## config.mk

```make
export PLATFORM = sky130hd
export DESIGN_NAME = opb_slave_xfer_mux
export DESIGN_NICKNAME = d
export VERILOG_FILES = /design/src/rtl/opb_slave_xfer_mux.sv
export SDC_FILE = /design/constraint.sdc
export NUM_CORES = 1
export LEC_CHECK = 0
export CORE_AREA = 4 4 95 97
export CTS_BUF_LIST = sky130_fd_sc_hd__clkbuf_4
export DETAILED_ROUTE_END_ITERATION = 16
export DIE_AREA = 0 0 99 101
export GPL_ROUTABILITY_DRIVEN = 1
export PLACE_DENSITY = 0.83
export SYNTH_ARGS = -nofsm -noshare
export SYNTH_HDL_FRONTEND = slang
export SYNTH_SLANG_ARGS = --single-unit
```

## constraint.sdc

```tcl
create_clock -name OPB_Clk -period 5.5 [get_ports OPB_Clk]
set_clock_uncertainty 0.1 [all_clocks]
set_input_delay 0.55 -clock OPB_Clk [delete_from_list [all_inputs] [get_ports OPB_Clk]]
set_output_delay 0.55 -clock OPB_Clk [all_outputs]
set_load 0.02 [all_outputs]
```

## src/rtl/opb_slave_xfer_mux.sv

```systemverilog
// opb_slave_xfer_mux: shares one OPB slave attachment between NUM_SLV register slaves.
// Decodes the address window and drives a registered one-hot downstream select.
// Returns the selected slave's data and ack as single-cycle, zero-when-idle outputs.
// Optional feature macro: OPB_MUX_TIMEOUT_EN enables the WAIT-state watchdog that
// raises an error acknowledge when the selected slave stays silent.
module opb_slave_xfer_mux #(
    parameter logic [31:0] C_BASEADDR = 32'h01000000,
    parameter int unsigned NUM_SLV    = 4,
    parameter int unsigned SLV_AW     = 8,
    parameter int unsigned TIMEOUT    = 12
) (
    input  logic                      OPB_Clk,
    input  logic                      OPB_Rst_n,
    input  logic [0:31]               OPB_ABus,
    input  logic [0:3]                OPB_BE,
    input  logic [0:31]               OPB_DBus,
    input  logic                      OPB_RNW,
    input  logic                      OPB_select,
    input  logic                      OPB_seqAddr,
    output logic [0:31]               Sl_DBus,
    output logic                      Sl_xferAck,
    output logic                      Sl_errAck,
    output logic                      Sl_retry,
    output logic                      Sl_toutSup,
    output logic [NUM_SLV-1:0]        slv_select,
    input  logic [32*NUM_SLV-1:0]     slv_DBus,
    input  logic [NUM_SLV-1:0]        slv_xferAck,
    input  logic [NUM_SLV-1:0]        slv_errAck,
    input  logic [NUM_SLV-1:0]        slv_toutSup
);

    localparam int unsigned IdxW  = (NUM_SLV > 1) ? $clog2(NUM_SLV) : 1;
    localparam logic [32:0] WinLo = {1'b0, C_BASEADDR};
    localparam logic [32:0] WinHi = WinLo + (33'(NUM_SLV) << SLV_AW);

    typedef enum logic [1:0] {StIdle, StWait, StAck, StRecover} state_e;

    state_e               state_q, state_d;
    logic [IdxW-1:0]      idx_q, idx_d;
    logic [NUM_SLV-1:0]   sel_q, sel_d;
    logic [31:0]          dbus_q, dbus_d;
    logic                 xfer_q, xfer_d;
    logic                 err_q, err_d;
    logic                 tsup_q, tsup_d;
`ifdef OPB_MUX_TIMEOUT_EN
    logic [3:0]           cnt_q, cnt_d;
`endif

    // Byte-enables and write data go straight to the register bank; seqAddr is ignored.
    logic unused_inputs;
    assign unused_inputs = ^{OPB_BE, OPB_DBus, OPB_seqAddr};

    // Address value with LSB-0 numbering (bus bit 0 is the MSB).
    logic [31:0] addr;
    logic [3:0]  addr_idx;
    logic        in_range;
    logic [IdxW-1:0] dec_idx;

    assign addr     = OPB_ABus;
    assign addr_idx = addr[SLV_AW+3:SLV_AW];
    // Index bound guards against a base that is not aligned to the 16-slave field.
    assign in_range = ({1'b0, addr} >= WinLo) && ({1'b0, addr} < WinHi) &&
                      (32'(addr_idx) < NUM_SLV);
    assign dec_idx  = addr_idx[IdxW-1:0];

    // Per-slave read words, slave i at bits [32i+31:32i].
    logic [31:0] slv_word [NUM_SLV];
    for (genvar i = 0; i < NUM_SLV; i++) begin : g_word
        assign slv_word[i] = slv_DBus[32*i +: 32];
    end

    logic cur_ack, cur_xfer, cur_err, cur_tsup;
    assign cur_xfer = slv_xferAck[idx_q];
    assign cur_err  = slv_errAck[idx_q];
    assign cur_ack  = cur_xfer | cur_err;
    assign cur_tsup = slv_toutSup[idx_q];

    // Next-state and registered-output logic; acks and data default to zero.
    always_comb begin
        state_d = state_q;
        idx_d   = idx_q;
        sel_d   = sel_q;
        dbus_d  = '0;
        xfer_d  = 1'b0;
        err_d   = 1'b0;
        tsup_d  = 1'b0;
`ifdef OPB_MUX_TIMEOUT_EN
        cnt_d   = cnt_q;
`endif
        unique case (state_q)
            StIdle: begin
                if (OPB_select && in_range) begin
                    state_d        = StWait;
                    idx_d          = dec_idx;
                    sel_d          = '0;
                    sel_d[dec_idx] = 1'b1;
`ifdef OPB_MUX_TIMEOUT_EN
                    cnt_d          = '0;
`endif
                end
            end
            StWait: begin
                tsup_d = cur_tsup;
                if (!OPB_select) begin
                    // Master abort beats any same-cycle slave ack.
                    state_d = StIdle;
                    sel_d   = '0;
                end else if (cur_ack) begin
                    state_d = StAck;
                    sel_d   = '0;
                    xfer_d  = cur_xfer;
                    err_d   = cur_err & ~cur_xfer;
                    dbus_d  = OPB_RNW ? slv_word[idx_q] : 32'h0;
                end
`ifdef OPB_MUX_TIMEOUT_EN
                else if (!cur_tsup) begin
                    if (cnt_q == 4'(TIMEOUT - 1)) begin
                        state_d = StAck;
                        sel_d   = '0;
                        err_d   = 1'b1;
                    end else begin
                        cnt_d = cnt_q + 4'd1;
                    end
                end
`endif
            end
            StAck: begin
                state_d = StRecover;
            end
            StRecover: begin
                // Dead cycle so a still-high select is not decoded twice.
                state_d = StIdle;
            end
            default: begin
                state_d = StIdle;
                sel_d   = '0;
            end
        endcase
    end

    // State and output registers, cleared asynchronously on reset.
    always_ff @(posedge OPB_Clk or negedge OPB_Rst_n) begin
        if (!OPB_Rst_n) begin
            state_q <= StIdle;
            idx_q   <= '0;
            sel_q   <= '0;
            dbus_q  <= '0;
            xfer_q  <= 1'b0;
            err_q   <= 1'b0;
            tsup_q  <= 1'b0;
`ifdef OPB_MUX_TIMEOUT_EN
            cnt_q   <= '0;
`endif
        end else begin
            state_q <= state_d;
            idx_q   <= idx_d;
            sel_q   <= sel_d;
            dbus_q  <= dbus_d;
            xfer_q  <= xfer_d;
            err_q   <= err_d;
            tsup_q  <= tsup_d;
`ifdef OPB_MUX_TIMEOUT_EN
            cnt_q   <= cnt_d;
`endif
        end
    end

    assign Sl_DBus    = dbus_q;
    assign Sl_xferAck = xfer_q;
    assign Sl_errAck  = err_q;
    assign Sl_retry   = 1'b0;
    assign Sl_toutSup = tsup_q;
    assign slv_select = sel_q;

endmodule

```

* Yosys cells after proc, flatten, opt, wreduce, memory -nomap -nowiden
Index checks and enable logic that the tools add are counted.
** Word-level totals
- Register bits after elaboration :: 43
- Latch bits :: 0
- RAM bits :: 0
- Bits in read-only memories :: 0
- Input bits :: 213
- Output and inout port bits :: 40
- Logic and storage cells :: 62
- Memories kept :: 0
** Operators by class
- Add/subtract/negate cells :: 0
- Multiply operators :: 0
- Divide/modulo/power cells :: 0
- $lt $le $gt $ge :: 7
- Eq/ne operators :: 5
- Shift-type cells :: 0
- Muxes and demuxes :: 30
- Bitwise operators :: 4
- Reductions and logical operators :: 9
** Operators with widths (count)
- 2-to-1 mux 32 bit :: 6
- binary-select mux 32 bit (select 2 bit) :: 1
- greater-or-equal comparator 32 x 25 -> 1 bit, second input constant :: 1
- < comparator 32 x 25 -> 1 bit, second input constant :: 1
- 2-to-1 mux 4 bit :: 3
- 2-to-1 mux 1 bit :: 11
- one-hot mux 2 bit (4 select lines) :: 1
- one-hot mux 4 bit (2 select lines) :: 1
- binary-select mux 1 bit (select 2 bit) :: 3
- < comparator 2 x 3 -> 1 bit, second input constant :: 2
- 2-to-1 mux 2 bit :: 3
- == test 2 bit, second input constant :: 2
- logical AND 1 bit :: 4
- < comparator 4 x 3 -> 1 bit, second input constant :: 1
- AND reduction 2 bit :: 2
- greater-or-equal comparator 3 bit, second input constant :: 1
- != test 3 bit, second input constant :: 1
- inverter 2 -> 3 bit :: 1
- AND reduction 3 bit :: 1
- demux 1 bit (select 2 bit) :: 1
- == test 2 x 1 -> 1 bit, second input constant :: 1
- greater-or-equal comparator 2 x 1 -> 1 bit, second input constant :: 1
- zero test 2 bit :: 1
- != test 2 bit, second input constant :: 1
- other kinds (4) :: 4

* Longest topological paths before layout
- Depth in word-level cells :: 8
- Mapped depth :: 6
- Mapped depth without buffers :: 5

* Least setup slack after synthesis
No wires, ideal clock.
- Path kind :: input to register
- From :: input slv_errAck[3]
- To :: register sel_q[0], in the netlist slv_select[0]
- Library setup time :: 0.125 ns
- Arrival :: 1.718 ns
- Data required time :: 5.275 ns
- Slack :: 3.557 ns
- Cell stages on the path :: 5
- Path buffers :: 0
- Cell sequence :: mux4_2 -> nor2_4 -> nand3_2 -> o211a_4 -> mux2_4
** On the way
- Word-level cells in the longest chain between the ends :: 5
** Ends and longest elaborated chain
- start: declaration :: line 28 : input logic [NUM_SLV-1:0] slv_errAck,
- binary-select mux 1 bit (select 2 bit) :: line 74 : assign cur_err = slv_errAck[idx_q];
- 2-to-1 mux 1 bit (not written as such) :: line 74
- bitwise OR 1 bit :: line 75 : assign cur_ack = cur_xfer | cur_err;
- != test 3 bit (no line)
- AND reduction 3 bit (no line)
- end signal: assignment :: line 157 : sel_q <= sel_d;
- end: declaration :: line 40 : logic [NUM_SLV-1:0] sel_q, sel_d;
No other way between the ends. The select of a mux whose other input is x is not followed.
A chain may end at the register's enable or synchronous reset.

* Worst setup path in the final report
- From :: register idx_q[0]
- To :: register dbus_q[11], in the netlist Sl_DBus[20]
** On the way
- Word-level cells in the longest chain between the ends :: 8
- Elaborated cells between the ends (all ways) :: 13
- Those cells by class :: mux (11); bitwise (2)
** Ends and longest elaborated chain
- start: declaration :: line 39 : logic [IdxW-1:0] idx_q, idx_d;
- start signal: assignment :: line 156 : idx_q <= idx_d;
- inverter 2 -> 3 bit (not written as such) :: line 113 : dbus_d = OPB_RNW ? slv_word[idx_q] : 32'h0;
- binary-select mux 32 bit (select 2 bit) :: line 113
- 2-to-1 mux 32 bit (not written as such) (2 in a row) :: line 113
- 2-to-1 mux 32 bit :: line 113
- 2-to-1 mux 32 bit (*) :: line 108 : end else if (cur_ack) begin
- 2-to-1 mux 32 bit (*) :: line 104 : if (!OPB_select) begin
- 2-to-1 mux 32 bit (*) :: line 90 : unique case (state_q)
- via dbus_d[11] :: line 41 : logic [31:0] dbus_q, dbus_d;
- end signal: assignment :: line 158 : dbus_q <= dbus_d;
- end: declaration :: line 41
The timed path passes the listed nets; every way through them passes the cells marked *. The select of a mux whose other input is x is not followed.

==> impl_metrics.env <==
export IMPL_fmax_ghz=0.341
export IMPL_syn_to_final_growth_pct=91.6
export IMPL_dp_hpwl_um=6820
export IMPL_fp_coreArea_um2=8130
export IMPL_routed_wl_um=8370
export IMPL_hp_class="in -> async"
export IMPL_synth_avg_cell_area_um2=15.0
export IMPL_p_leak_nw=1.89
export IMPL_power_density_nw_per_um2=176
export IMPL_grt_pass1_vias=2512
export IMPL_ys_seq_area_frac=0.447
export IMPL_dieWidth_um=99
export IMPL_ant_nets=0
export IMPL_synthesis_nets=374
export IMPL_critPathRequiredTime_ns=5.68
export IMPL_cts_setup_buffers=0
export IMPL_port_buffers=206
export IMPL_antenna_cells=0
export IMPL_synth_area_leaders="dfrtp_1 (45%), mux4_2 (33%), and3_1 (8.8%)"
export IMPL_grt_overflow_total=0
export IMPL_netlist_area_leader_share=0.447
export IMPL_drive_gt1_frac=0.155
export IMPL_nets=573
export IMPL_dieArea_um2=10000
export IMPL_slew_viol_final=0
export IMPL_num_rows=33
export IMPL_reg2reg_depth=5
export IMPL_placed_cell_area_um2=4540
export IMPL_synthesis_area_um2=2410
export IMPL_drt_pass1_iterations=4
export IMPL_grt_max_degree=44
export IMPL_htree_levels=2
export IMPL_finalCriticalPeriod_ns=2.93
export IMPL_fill_cells=691
export IMPL_antenna_found_initial=0
export IMPL_cts_hold_buf=0
export IMPL_rsz0062_at_grt="false"
export IMPL_maxSlewHeadroom=0.302
export IMPL_fin_crit_sh=0.533
export IMPL_clock_power_share=0.241
export IMPL_fin_cells=466
export IMPL_gp_congestion=0.778
export IMPL_cts_max_path_buffers=2
export IMPL_vias=2255
export IMPL_critPathLaunchType="flop"
export IMPL_cts_root_buffer="clkbuf_4"
export IMPL_synth_distinct_cells=26
export IMPL_yosysTopAreaCell="dfrtp_1"
export IMPL_p_sw_frac=0.250
export IMPL_clk_latency_ns=0.35
export IMPL_cts_made_buffers=5
export IMPL_dp_cells=458
export IMPL_grt_pass1_wl_um=12400
export IMPL_critPathMaxFanout=32
export IMPL_cts_resized_gates=0
export IMPL_crit_type="reg -> reg"
export IMPL_clock_sinks=43
export IMPL_p_int_mw=0.608
export IMPL_setup_tns_ns=0
export IMPL_vias_per_cell=4.84
export IMPL_ys_warnings_count=0
export IMPL_drt_iter0_markers=56
export IMPL_syn_inst=161
export IMPL_design_area_um2=4610
export IMPL_worstSetupEndpointType="flop"
export IMPL_critPathArrivalTime_ns=3.11
export IMPL_fp_dieH_um=101
export IMPL_wire_per_inst_um=18.0
export IMPL_drv_cap=0
export IMPL_cts_tree="done"
export IMPL_initial_core_util=0.296
export IMPL_track_usage=0.160
export IMPL_irDropWorstVdd_mv=0.0808
export IMPL_combPwrFrac=0.326
export IMPL_clk_pin_slew_ns=0.13
export IMPL_ys_ff_latch=43
export IMPL_drc=0
export IMPL_status="finished clean"
export IMPL_power_frac_seq=0.434
export IMPL_switching_power_mw=0.202
export IMPL_hold_viol=0
export IMPL_io_pins=253
export IMPL_finalSetupViolations=0
export IMPL_worst_slew_pin_slew_ns=1.05
[layout make-up]
type                            count  area (um2)  share of cell area
Clock buffer                        5        37.5             0.00814
Clock inverter                      3        38.8             0.00841
Inverter                            1        3.75            0.000814
Multi-Input combinational cell    102        1260               0.273
Sequential cell                    43        1080               0.234
Tap cell                          105         131              0.0285
Timing Repair Buffer              207        2060               0.448
[cells in the mapped netlist]
library cell  number
nand4_1            1
mux2_2             2
mux4_2            35
o21ai_0            1
buf_4              1
and2b_1            1
and2_1             1
nor4_1             5
nor3_1             1
inv_1              1
clkbuf_1           8
dfrtp_1           43
nor3b_1            3
o211a_4            1
nand2_1            4
buf_2              4
buf_1              1
nor2_1             4
buf_6              1
nor2_4             1
mux2_4             4
conb_1             1
nand3_2            1
nor4b_1            1
o22ai_1            1
and3_1            34
[power groups by stage]
stage,Combinational [mW],Sequential [mW],Clock (mW)
2_1_floorplan,0.0778,0.374,0
3_3_place_gp,0.262,0.355,0
3_5_place_dp,0.267,0.357,0
4_1_cts,0.267,0.351,0.207
5_1_grt,0.282,0.354,0.218
6_report,0.264,0.352,0.195
[cells by family after synthesis]
| kind of cell | synth area share |
|---|---|
| simple gates | 0.146 |
| compound gates | 0.0120 |
| other cells | 0.00156 |
| flops | 0.447 |
| mux | 0.362 |
| buf+inv | 0.0317 |
[cells in the final DEF, fill, tap and decap left out]
cell type and count:
clkdlybuf4s50_1 205, o211a_4 1, nand3_2 1, mux4_2 35, nor4b_1 1, dfrtp_2 2
buf_4 1, clkinv_2 1, clkbuf_4 5, nor3_1 1, nor3b_1 3, mux2_4 4
nor2_4 1, and2_1 1, o22ai_1 1, clkinv_1 1, nand4_1 1, o21ai_0 1
buf_2 1, mux2_2 2, nor4_1 5, and3_1 34, nor2_2 1, and2b_1 1
bufinv_16 1, nand2_1 4, inv_1 1, dfrtp_1 41, conb_1 1, nor2_1 3
[routing by layer]
| layer | global-route usage | wire length [um] |
|---|---|---|
| met5 | 0 | 0 |
| met4 | 0.0389 | 85 |
| met3 | 0.0471 | 738 |
| met2 | 0.311 | 4670 |
| met1 | 0.167 | 2880 |
[flip-flops by register name, summed over array words and instances (netlist names), named ones only]
name / flops
Sl_DBus: 32
Sl_errAck: 1
idx_q: 2
state_q: 1
slv_select: 4
Sl_toutSup: 1
Sl_xferAck: 1
[worst max-delay path: stages, from the launching register on]
cell	delay, ns
dfrtp_2	0.76
buf_4	0.45
mux4_2	0.36
nor2_4	0.05
nor2_2	0.80
and3_1	0.30
[metrics by stage]
| step | setup slack (ns) | total power [mW] | utilization | hold slack, ns |
|---|---|---|---|---|
| finish | 2.57 | 0.811 | 0.567 | 0.233 |
| CTS | 2.46 | 0.825 | 0.567 | 0.262 |
| global route | 2.24 | 0.853 | 0.567 | 0.311 |
| detailed placement | 2.50 | 0.624 | 0.558 | 0.401 |
| global placement | 2.51 | 0.617 | 0.558 | 0.402 |
| floorplan | 3.56 | 0.452 | - | 0.154 |
[path summary, 6_finish.rpt]
path	start	to	slack [ns]
min in group OPB_Clk	slv_select[1]$_DFFE_PN0P_	slv_select[1]$_DFFE_PN0P_	0.43
min reg2reg	slv_select[1]$_DFFE_PN0P_	slv_select[1]$_DFFE_PN0P_	0.43
min	OPB_Rst_n	slv_select[1]$_DFFE_PN0P_	0.23
max reg2reg	idx_q[0]$_DFFE_PN0P_	Sl_DBus[20]$_DFF_PN0_	2.57
max	idx_q[0]$_DFFE_PN0P_	Sl_DBus[20]$_DFF_PN0_	2.57
max in group asynchronous	OPB_Rst_n	idx_q[0]$_DFFE_PN0P_	4.42
Note: power is estimated with default switching activity, not from simulation.
